===== src/rtl/divider_machine.sv =====
// Sequential restoring divider: one quotient bit per clock, result held until acknowledged.
// Optional macro DIVIDER_ZERO_SHORTCUT_EN finishes a zero-divisor request on the accept edge.
module divider_machine #(
   parameter int WIDTH = 32
) (
   input  logic             Clock,
   input  logic             Reset,
   input  logic             iValid_Data,
   input  logic [WIDTH-1:0] iDividend,
   input  logic [WIDTH-1:0] iDivisor,
   input  logic             iAck,
   output logic             oBusy,
   output logic             oDone,
   output logic [WIDTH-1:0] oQuotient,
   output logic [WIDTH-1:0] oRemainder,
   output logic             oDivByZero
);

   localparam int CW = $clog2(WIDTH) + 1;
   localparam logic [CW-1:0] LAST = CW'(WIDTH - 1);

   typedef enum logic [1:0] {
      IDLE = 2'd0,
      CALC = 2'd1,
      DONE = 2'd2
   } state_t;

   state_t           state;
   logic [WIDTH-1:0] divisor;
   logic [WIDTH-1:0] quot;
   logic [WIDTH:0]   rem;
   logic [CW-1:0]    counter;

   logic [WIDTH:0]   trial;
   logic [WIDTH:0]   diff;
   logic             fits;
   logic [WIDTH:0]   rem_next;
   logic [WIDTH-1:0] quot_next;
   logic             rem_unused;

   // The restored remainder is always below the divisor, so its top bit never carries information.
   assign rem_unused = rem[WIDTH];

   always_comb begin
      trial     = {rem[WIDTH-1:0], quot[WIDTH-1]};
      fits      = (trial >= {1'b0, divisor});
      diff      = trial - {1'b0, divisor};
      rem_next  = fits ? diff : trial;
      quot_next = {quot[WIDTH-2:0], fits};
   end

`ifdef DIVIDER_ZERO_SHORTCUT_EN
   logic div_by_zero;
   assign oDivByZero = div_by_zero;
`else
   assign oDivByZero = 1'b0;
`endif

   always_ff @(posedge Clock) begin
      if (Reset) begin
         state      <= IDLE;
         divisor    <= '0;
         quot       <= '0;
         rem        <= '0;
         counter    <= '0;
         oBusy      <= 1'b0;
         oDone      <= 1'b0;
         oQuotient  <= '0;
         oRemainder <= '0;
`ifdef DIVIDER_ZERO_SHORTCUT_EN
         div_by_zero <= 1'b0;
`endif
      end else begin
         case (state)
            IDLE: begin
               if (iValid_Data) begin
                  divisor <= iDivisor;
                  quot    <= iDividend;
                  rem     <= '0;
                  counter <= '0;
                  state   <= CALC;
                  oBusy   <= 1'b1;
`ifdef DIVIDER_ZERO_SHORTCUT_EN
                  div_by_zero <= (iDivisor == '0);
                  if (iDivisor == '0) begin
                     state      <= DONE;
                     oBusy      <= 1'b0;
                     oDone      <= 1'b1;
                     oQuotient  <= '1;
                     oRemainder <= iDividend;
                  end
`endif
               end
            end
            CALC: begin
               rem     <= rem_next;
               quot    <= quot_next;
               counter <= counter + CW'(1);
               // Last iteration publishes the freshly computed bits directly.
               if (counter == LAST) begin
                  state      <= DONE;
                  oBusy      <= 1'b0;
                  oDone      <= 1'b1;
                  oQuotient  <= quot_next;
                  oRemainder <= rem_next[WIDTH-1:0];
               end
            end
            DONE: begin
               if (iAck) begin
                  state <= IDLE;
                  oDone <= 1'b0;
               end
            end
            default: begin
               state <= IDLE;
               oBusy <= 1'b0;
               oDone <= 1'b0;
            end
         endcase
      end
   end

endmodule

===== config.mk =====
export PLATFORM = sky130hd
export DESIGN_NAME = divider_machine
export DESIGN_NICKNAME = d
export VERILOG_FILES = /design/src/rtl/divider_machine.sv
export SDC_FILE = /design/constraint.sdc
export NUM_CORES = 1
export LEC_CHECK = 0
export BUFFER_PORTS_ARGS = -buffer_cell sky130_fd_sc_hd__buf_2
export CAP_MARGIN = 20
export CORE_MARGIN = 2
export CORE_UTILIZATION = 25
export CTS_CLUSTER_SIZE = 40
export DETAILED_ROUTE_END_ITERATION = 16
export HOLD_SLACK_MARGIN = 0.03
export PLACE_DENSITY = 0.44
export SLEW_MARGIN = 15
export SYNTH_ARGS = -nofsm -noshare
export SYNTH_HDL_FRONTEND = slang
export SYNTH_SLANG_ARGS = --single-unit

===== constraint.sdc =====
create_clock -name Clock -period 5.3 [get_ports Clock]
set_input_delay 1.325 -clock Clock [delete_from_list [all_inputs] [get_ports Clock]]
set_output_delay 1.325 -clock Clock [all_outputs]
set_load 0.01 [all_outputs]

==> metrics.md, run 1 <==
| Metric | Value |
|---|---|
| Post-cts hold buffer count | 0 |
| Setup_tns | 0 ps |
| Drt total wl | 24.6 mm |
| Area growth, synth to finish | 20.0% |
| Synthesized Nets | 1149 |
| CP Launch Type | register |
| Leakage power | slightly above 4 nW |
| Hold path depth | 2 |
| Clock Path Buffers | 2 |
| Yosys top cell area share | 0.415 |
| Post-DR wirelength/cell | approximately 15 um |
| CTS sink count | 170 |
| Bufs and invs on worst path | 2 |
| Post-Place Cell Area | approximately 9000 um2 |
| Post-route ant nets | 0 |
| R2R cell count | 13 |
| Final slew viol count | 0 |
| Final Hold Viols | 0 |
| Post-CTS resize count | 0 |
| Commonest non-fill, non-tap cells in the layout | 185 x nand2_1, 170 x dfxtp_1, 133 x buf_2, 125 x a21oi_1, 103 x o21ai_0 |
| CTS tree | done |
| NumNets Final | 1240 |
| Critical path's slowest cell | o41ai_2 |
| Max Freq | 272 MHz |
| Worst-path clk slew | around 70 ps |
| Slack of the worst reg-to-reg path | 1630 ps |
| Crit-path leading delay family | compound AO/OA/AOI/OAI gates |
| Async set or reset register ratio after synthesis | 0 |
| Crit path DAT | ~4000 ps |
| Via/cell ratio | 4.60 |
| CP max stage delay | 560 ps |
| Clk_lat worst skew | 450 ps |
| IO Port Bufs | 133 |
| Top_reg_cell synth | dfxtp_1 |
| Initial antenna violation count | 6 |
| Total gr overflow | 0 |
| Gpl congestion | 0.764 |
| Site row count | 66 |
| Number of synthesized flops with an enable pin | 0 |
| Pwr dens | 678 nW/um2 |
| Post-Synthesis Cells | approximately 1000 |
| Vias | 7340 |
| IR drop worst, VDD | about 500 uV |
| Yosys cell types | 61 |
| Sequential-to-total area share from yosys stat | 0.415 |
| DIE AREA | approximately 34000 um2 |
| Min-Delay Endpoint | divisor[1] |
| Crit path max fanout | 3 |
| Die W | approximately 190 um |
| CTS Buf Count | 17 |
| RSZ-0062 raised after global routing | no |
| R2r startpoint | quot[31] |
| Most common cell after layout, fill and taps aside | nand2_1 |
| Core outline area | 32400 um2 |
| Slew Limit Headroom | 0.317 |
| Clock root buffer | clkbuf_16 |
| Hold Crit Start | divisor[1] |
| CP Cell Sequence | inv_1, ha_1, inv_1, fa_1, a21o_1, a311o_1, nor3b_1, o41ai_2, o31ai_1, a211oi_1, xnor2_1, mux2i_1, a211oi_1 |
| Final setup fails | 0 |
| Synth top area cells | dfxtp_1 42%, nand2_1 8.5%, a21oi_1 7.6%, o21ai_0 6.3%, ha_1 5.0% |
| Worst Hold Class | reg2reg |
| Vias in the first global route | 7332 |
| Post-Syn Area per Cell | 7.82 um2 |
| WS Path Type | reg2reg |
| I/O pins | 135 |
| Status | completed |
| Worst Setup End Kind | register |
| YS warnings | 0 |
| Hpwl dp | 17.0 mm |
| Fin crit period | 3670 ps |
| TritonRoute pass-1 iters | 5 |
| Least-Margin Pin Slew | a little over 1000 ps |
| Final core utilization | 0.304 |
| Post-Syn Area | 8190 um2 |
| Cell taking the most area after synthesis | dfxtp_1 |
| Initial Utilization | 0.253 |
| Worst Skew | around 17 ps |
| Global-route wire length before repair | 39.4 mm |
| Design area | 9830 um2 |
| Total Routing Usage GR | 0.147 |
| Max-cap viol count | 0 |
| #FFs+latches synth | between 150 and 200 |
| Worst flop-to-flop path endpoint | oRemainder[28] |
| CP required | 5590 ps |
| Starting DRT DRC Count | 334 |
| CP Launch Point | quot[31] |
| DR DRC count | 0 |
| Layout cells sized above 1 | 0.166 |
| Post CTS Setup Buffer Count | 0 |
| H-tree levels | 4 |
| Largest net degree at the start of global routing | 91 |
| Chip Height | 185 um |
| Tcrit/Tclk final | 0.693 |
[cells in the mapped netlist, drive strengths merged (3+ instances only)]
library cell / count
nand2: 186
dfxtp: 170
a21oi: 127
o21ai: 105
nor2: 97
clkbuf: 58
inv: 42
nor3: 34
ha: 33
mux2i: 31
xnor2: 19
a21o: 15
a211oi: 13
buf: 11
nand3: 10
xor2: 10
nand4: 9
nand2b: 6
o31ai: 6
a31oi: 5
and3: 5
o21bai: 5
a41oi: 4
and2: 4
nor2b: 4
a311oi: 3
or3: 3
[logic make-up (layout without fill, tap and decap cells)]
kind of cell | count (synthesis) | count (layout) | synth area share
simple gates | 365 | 365 | 0.186
fa+ha+maj | 34 | 34 | 0.0528
mux | 32 | 32 | 0.0397
other cells | 1 | 5 | 0.000458
flops | 170 | 170 | 0.415
compound gates | 305 | 305 | 0.218
buf+inv | 111 | 215 | 0.0562
xor+xnor | 29 | 29 | 0.0310
[layer usage]
layer	track usage	share of wire	up-vias
li1	-	-	3770
met5	0	0.0018	-
met2	0.254	0.48	137
met3	0.0413	0.053	20
met1	0.179	0.46	3407
met4	0.0387	0.0096	6
[worst reg2reg max path: stages (launching register included)]
cell and delay, ps:
dfxtp_1 300, inv_1 90, ha_1 180, inv_1 50
fa_1 400, a21o_1 220, a311o_1 380, nor3b_1 190
o41ai_2 560, o31ai_1 250, a211oi_1 420, xnor2_1 120
mux2i_1 270, a211oi_1 110
[registers in the layout, indices dropped and copies added (netlist names)]
| register | flops |
|---|---|
| oQuotient | 32 |
| quot | 32 |
| divisor | 32 |
| state | 2 |
| counter | 6 |
| oBusy | 1 |
| rem | 32 |
| oDone | 1 |
| oRemainder | 32 |
[power breakdown]
part           switching (W)  leakage [nW]  internal, W
registers           0.000110          1.38      0.00142
clock network       0.000569         0.301     0.000786
logic                0.00221          2.40      0.00158
total                0.00288          4.09      0.00378
[final cells by class]
type                            count  area, um2
Fill cell                        3615      22500
Clock buffer                       20        467
Inverter                           42        158
Antenna cell                        4       10.0
Clock inverter                     12        160
Timing Repair Buffer              141        738
Sequential cell                   170       3400
Multi-Input combinational cell    766       4340
Tap cell                          442        553
[stage by stage]
step | cells | hold WS (ps) | power (W) | worst slack [ps]
2_1_floorplan | 1047 | 436 | 0.00462 | 2370
3_3_place_gp | 1560 | 441 | 0.00539 | 1660
3_5_place_dp | 1560 | 446 | 0.00537 | 1680
4_1_cts | 1592 | 456 | 0.00675 | 1670
5_1_grt | 1593 | 475 | 0.00721 | 1330
6_report | 1597 | 454 | 0.00667 | 1630
[how the worst max path moves through the flow]
stage	endpoint	cells after the start
floorplan	oRemainder[28]	13
global placement	oRemainder[28]	13
detailed placement	oRemainder[28]	13
CTS	oRemainder[28]	13
global route	rem[22]	10
finish	oRemainder[28]	13
(Power assumes the default switching activity.)
==> run 2, diff against run 1 <==
clock period = 3.7 ns   (was 5.3 ns; I/O delays follow)
==> run 2 against run 1 <==
  * Non-clock buffer count rose by 8
  * Count of clock-buffer cells in the layout fell by 2
  * Utilization barely moved
  * Clock power rose by 24%
  * Register-to-register slack got worse by 1200 ps
==> metrics.md, run 2 (synthesis results as in run 1) <==
| Metric | Value |
|---|---|
| Status | completed (unchanged) |
| Global-route wire length before repair | 39.2 mm (was 39.4 mm) |
| Least-Margin Pin Slew | 825 ps (was 1020 ps) |
| Vias in the first global route | 7365 (was 7332) |
| Gpl congestion | 0.840 (was 0.764) |
| Vias | 7369 (was 7340) |
| Core outline area | 32400 um2 (unchanged) |
| Post-Place Cell Area | 9280 um2 (was 9180 um2) |
| Clock Path Buffers | 2 (unchanged) |
| CTS sink count | 170 (unchanged) |
| Total gr overflow | 0 (unchanged) |
| Post-DR wirelength/cell | 15.3 um (was 15.4 um) |
| Crit path DAT | 3660 ps (was 3970 ps) |
| Post-CTS resize count | 0 (unchanged) |
| Post-route ant nets | 0 (unchanged) |
| Initial Utilization | 0.253 (unchanged) |
| Total Routing Usage GR | 0.146 (was 0.147) |
| Initial antenna violation count | 8 (was 6) |
| Via/cell ratio | 4.59 (was 4.60) |
| Worst Setup End Kind | register (unchanged) |
| Clk_lat worst skew | 440 ps (was 450 ps) |
| Worst Hold Class | reg2reg (unchanged) |
| IR drop worst, VDD | 485 uV (was 503 uV) |
| Worst Skew | 14.8 ps (was 17.4 ps) |
| DIE AREA | 34200 um2 (unchanged) |
| Largest net degree at the start of global routing | 63 (was 91) |
| RSZ-0062 raised after global routing | no (unchanged) |
| Starting DRT DRC Count | 299 (was 334) |
| Leakage power | 4.09 nW (about the same) |
| Setup_tns | 0 ps (unchanged) |
| CP required | 4040 ps (was 5590 ps) |
| Worst-path clk slew | 70 ps (about the same) |
| Final setup fails | 0 (unchanged) |
| Most common cell after layout, fill and taps aside | nand2_1 (unchanged) |
| Final Hold Viols | 0 (unchanged) |
| IO Port Bufs | 133 (unchanged) |
| Post CTS Setup Buffer Count | 0 (unchanged) |
| Chip Height | 185 um (unchanged) |
| I/O pins | 135 (unchanged) |
| Post-cts hold buffer count | 0 (unchanged) |
| H-tree levels | 4 (unchanged) |
| Area growth, synth to finish | 19.9% (was 20.0%) |
| NumNets Final | 1248 (was 1240) |
| Max-cap viol count | 0 (unchanged) |
| Final slew viol count | 0 (unchanged) |
| Die W | 185 um (unchanged) |
| Fin crit period | 3320 ps (was 3670 ps) |
| TritonRoute pass-1 iters | 4 (was 5) |
| Tcrit/Tclk final | 0.897 (was 0.693) |
| Crit path max fanout | 17 (was 3) |
| CP Launch Type | register (unchanged) |
| Number of fill cells | 3597 (was 3615) |
| Hpwl dp | 17.3 mm (was 17.0 mm) |
| CTS Buf Count | 17 (unchanged) |
| Design area | 9820 um2 (was 9830 um2) |
| Commonest non-fill, non-tap cells in the layout | 185 x nand2_1, 170 x dfxtp_1, 133 x buf_2, 125 x a21oi_1, 103 x o21ai_0 (unchanged) |
| Max Freq | 301 MHz (was 272 MHz) |
| Drt total wl | 24.6 mm (about the same) |
| WS Path Type | reg2reg (unchanged) |
| Slew Limit Headroom | 0.449 (was 0.317) |
| Site row count | 66 (unchanged) |
| CTS tree | done (unchanged) |
| DR DRC count | 0 (unchanged) |
| Clock root buffer | clkbuf_16 (unchanged) |
| Layout cells sized above 1 | 0.170 (was 0.166) |
| Pwr dens | 970 nW/um2 (was 678 nW/um2) |
==> run 2: worst paths after layout <==
check / startpoint / endpoint / slack [ps] / cells past startpoint
max: divisor[24] / oRemainder[0] / 380 / 12
min: divisor[13] / divisor[13] / 450 / 2
max reg2reg: divisor[24] / oRemainder[0] / 380 / 12
min reg2reg: divisor[13] / divisor[13] / 450 / 2
==> run 2: cell type report <==
| cell class | instances | area, um2 | area share |
|---|---|---|---|
| Clock buffer | 18 | 429 | 0.0437 |
| Antenna cell | 4 | 10.0 | 0.00102 |
| Sequential cell | 170 | 3400 | 0.346 |
| Timing Repair Buffer | 149 | 818 | 0.0833 |
| Clock inverter | 13 | 109 | 0.0111 |
| Inverter | 42 | 158 | 0.0160 |
| Multi-Input combinational cell | 766 | 4340 | 0.442 |
| Tap cell | 442 | 553 | 0.0563 |
==> run 2: metrics by stage <==
stage / setup slack [ps] / std cells / util / hold WS (ps) / total power (W)
6_report: 381 / 1604 / 0.303 / 454 / 0.00953
5_1_grt: 181 / 1600 / 0.303 / 468 / 0.0103
4_1_cts: 352 / 1600 / 0.303 / 454 / 0.00969
3_5_place_dp: 375 / 1569 / 0.287 / 443 / 0.00793
3_3_place_gp: 428 / 1568 / 0.286 / 442 / 0.00795
2_1_floorplan: 772 / 1047 / - / 436 / 0.00662
==> run 2: where the power goes <==
group / total [W] / internal, W / switching (W)
clock network: 0.00168 / 0.000873 / 0.000808
registers: 0.00220 / 0.00203 / 0.000160
logic: 0.00565 / 0.00239 / 0.00326
==> run 2: critical path: stages, from the launching register on <==
cell and delay (ps):
dfxtp_1 330, inv_1 40, ha_1 410, a21oi_1 260, o21ai_0 170, nand2b_1 200
or2_1 250, o31ai_4 290, o21ai_2 110, a211o_2 360, buf_4 250, mux2_4 340
o31ai_2 210
==> run 2: layer usage <==
metal,part of all wire,GRT usage
met4,0.012,0.0333
met5,0.0026,0
met2,0.48,0.250
met1,0.46,0.178
met3,0.052,0.0476
==> run 3, diff against run 2 <==
BUFFER_PORTS_ARGS = -buffer_cell sky130_fd_sc_hd__buf_4   (was -buffer_cell sky130_fd_sc_hd__buf_2)
CTS_BUF_LIST = sky130_fd_sc_hd__clkbuf_2 sky130_fd_sc_hd__clkbuf_4 sky130_fd_sc_hd__clkbuf_8   (was unset)
==> run 3 against run 2 <==
  * Non-clock buffer count grew 5
  * Clock power decreased by 16%
  * Sequential power barely moved
  * Sequential cell count did not move
  * Count of clock-buffer cells in the layout up 1
  * Critical path depth increased by 1
  * Worst setup slack improved by 9.8 ps
  * Register-to-register slack about the same
  * Sequential share of layout area decreased by 0.72 points
  * Utilization rose by 0.65 points
  * Largest power group unchanged
  * Highest routed layer unchanged
==> metrics.md, run 3 (synthesis results as in run 1) <==
| Metric | Value |
|---|---|
| Status | completed (unchanged) |
| Fin crit period | 3310 ps (was 3320 ps) |
| Design area | 10000 um2 (was 9820 um2) |
| Most common cell after layout, fill and taps aside | nand2_1 (unchanged) |
| Least-Margin Pin Slew | 815 ps (was 825 ps) |
| Commonest non-fill, non-tap cells in the layout | 185 x nand2_1, 170 x dfxtp_1, 153 x buf_4, 125 x a21oi_1, 103 x o21ai_0 (was 185 x nand2_1, 170 x dfxtp_1, 133 x buf_2, 125 x a21oi_1, 103 x o21ai_0) |
| Clk_lat worst skew | 470 ps (was 440 ps) |
| Post-Place Cell Area | 9620 um2 (was 9280 um2) |
| Drt total wl | 24.7 mm (was 24.6 mm) |
| Layout cells sized above 1 | 0.174 (was 0.170) |
| Crit path max fanout | 3 (was 17) |
| CTS sink count | 170 (unchanged) |
| Vias | 7438 (was 7369) |
| Worst Setup End Kind | register (unchanged) |
| Chip Height | 185 um (unchanged) |
| Initial antenna violation count | 2 (was 8) |
| Post-CTS resize count | 0 (unchanged) |
| Post-route ant nets | 0 (unchanged) |
| WS Path Type | reg2reg (unchanged) |
| Max Freq | 302 MHz (was 301 MHz) |
| Initial Utilization | 0.253 (unchanged) |
| Final setup fails | 0 (unchanged) |
| Gpl congestion | 0.826 (was 0.840) |
| CTS tree | done (unchanged) |
| Max-cap viol count | 0 (unchanged) |
| Tcrit/Tclk final | 0.894 (was 0.897) |
| CP required | 4100 ps (was 4040 ps) |
| Worst Hold Class | reg2reg (unchanged) |
| Starting DRT DRC Count | 275 (was 299) |
| Post CTS Setup Buffer Count | 0 (unchanged) |
| CTS Buf Count | 17 (unchanged) |
| Leakage power | 4.10 nW (was 4.09 nW) |
| Crit path DAT | 3710 ps (was 3660 ps) |
| Via/cell ratio | 4.63 (was 4.59) |
| Global-route wire length before repair | 39.6 mm (was 39.2 mm) |
| Pwr dens | 927 nW/um2 (was 970 nW/um2) |
| TritonRoute pass-1 iters | 4 (unchanged) |
| Final slew viol count | 0 (unchanged) |
| I/O pins | 135 (unchanged) |
| CP Launch Type | register (unchanged) |
| Setup_tns | 0 ps (unchanged) |
| Site row count | 66 (unchanged) |
| Hold WS | 459 ps (was 454 ps) |
| Clock Path Buffers | 2 (unchanged) |
| Largest net degree at the start of global routing | 77 (was 63) |
| Post-DR wirelength/cell | 15.4 um (was 15.3 um) |
| NumNets Final | 1253 (was 1248) |
| RSZ-0062 raised after global routing | no (unchanged) |
| DIE AREA | 34200 um2 (unchanged) |
| Total gr overflow | 0 (unchanged) |
| # diodes | 0 (was 4) |
| Hpwl dp | 17.7 mm (was 17.3 mm) |
| DR DRC count | 0 (unchanged) |
| Vias in the first global route | 7440 (was 7365) |
| Area growth, synth to finish | 22.5% (was 19.9%) |
| Worst-path clk slew | 110 ps (was 70 ps) |
| IO Port Bufs | 133 (unchanged) |
| Post-cts hold buffer count | 0 (unchanged) |
| Core outline area | 32400 um2 (unchanged) |
| Total Routing Usage GR | 0.147 (was 0.146) |
| H-tree levels | 4 (unchanged) |
| Worst Skew | 19.4 ps (was 14.8 ps) |
| Final Hold Viols | 0 (unchanged) |
| Clock root buffer | clkbuf_8 (was clkbuf_16) |
| Slew Limit Headroom | 0.457 (was 0.449) |
| IR drop worst, VDD | 524 uV (was 485 uV) |
| Die W | 185 um (unchanged) |
==> run 3: cell types whose count changed in the layout (fill, tap and decap cells not counted), sizes merged <==
cell,previous run,this run
clkinv,3,5
bufinv,0,2
buf,149,154
clkinvlp,3,1
diode,4,0
inv,49,47
clkbuf,18,19
==> run 3: final timing paths <==
check,end,slack [ps],cells after the start,from
min,divisor[30],460,2,divisor[30]
max reg2reg,oRemainder[28],390,13,quot[31]
max,oRemainder[28],390,13,quot[31]
min reg2reg,divisor[30],460,2,divisor[30]
==> run 3: per-stage QoR <==
stage	worst slack, ps	instances	total power, W	util
2_1_floorplan	772	1047	0.00662	-
3_3_place_gp	397	1574	0.00799	0.297
3_5_place_dp	365	1574	0.00797	0.297
4_1_cts	328	1606	0.00944	0.310
5_1_grt	34.3	1606	0.0101	0.310
6_report	390	1606	0.00931	0.310
==> run 3: power breakdown <==
part / internal [W] / leakage (nW) / switching [W] / total, W
registers: 0.00203 / 1.38 / 0.000157 / 0.00219
logic: 0.00249 / 2.51 / 0.00321 / 0.00570
clock network: 0.000645 / 0.209 / 0.000769 / 0.00141
==> run 3: layer usage <==
metal | GRT usage | vias up | part of all wire
met1 | 0.181 | 3464 | 0.45
met2 | 0.250 | 151 | 0.47
met3 | 0.0436 | 25 | 0.057
met5 | 0 | - | 0.0013
li1 | - | 3794 | -
met4 | 0.0397 | 4 | 0.015
==> run 3: layout make-up <==
| class | instances | area, um2 |
|---|---|---|
| Fill cell | 3605 | 22300 |
| Multi-Input combinational cell | 766 | 4340 |
| Sequential cell | 170 | 3400 |
| Timing Repair Buffer | 154 | 1170 |
| Tap cell | 442 | 553 |
| Clock buffer | 19 | 255 |
| Inverter | 42 | 158 |
| Clock inverter | 13 | 156 |
==> run 3: critical path: stages, from the launching register on <==
cell,delay [ps]
dfxtp_1,310
inv_1,80
ha_1,160
inv_1,50
fa_1,400
a21o_1,220
a311o_1,380
nor3b_1,170
o41ai_2,420
o31ai_1,220
a211oi_1,360
xnor2_1,160
mux2i_1,120
a211oi_1,190
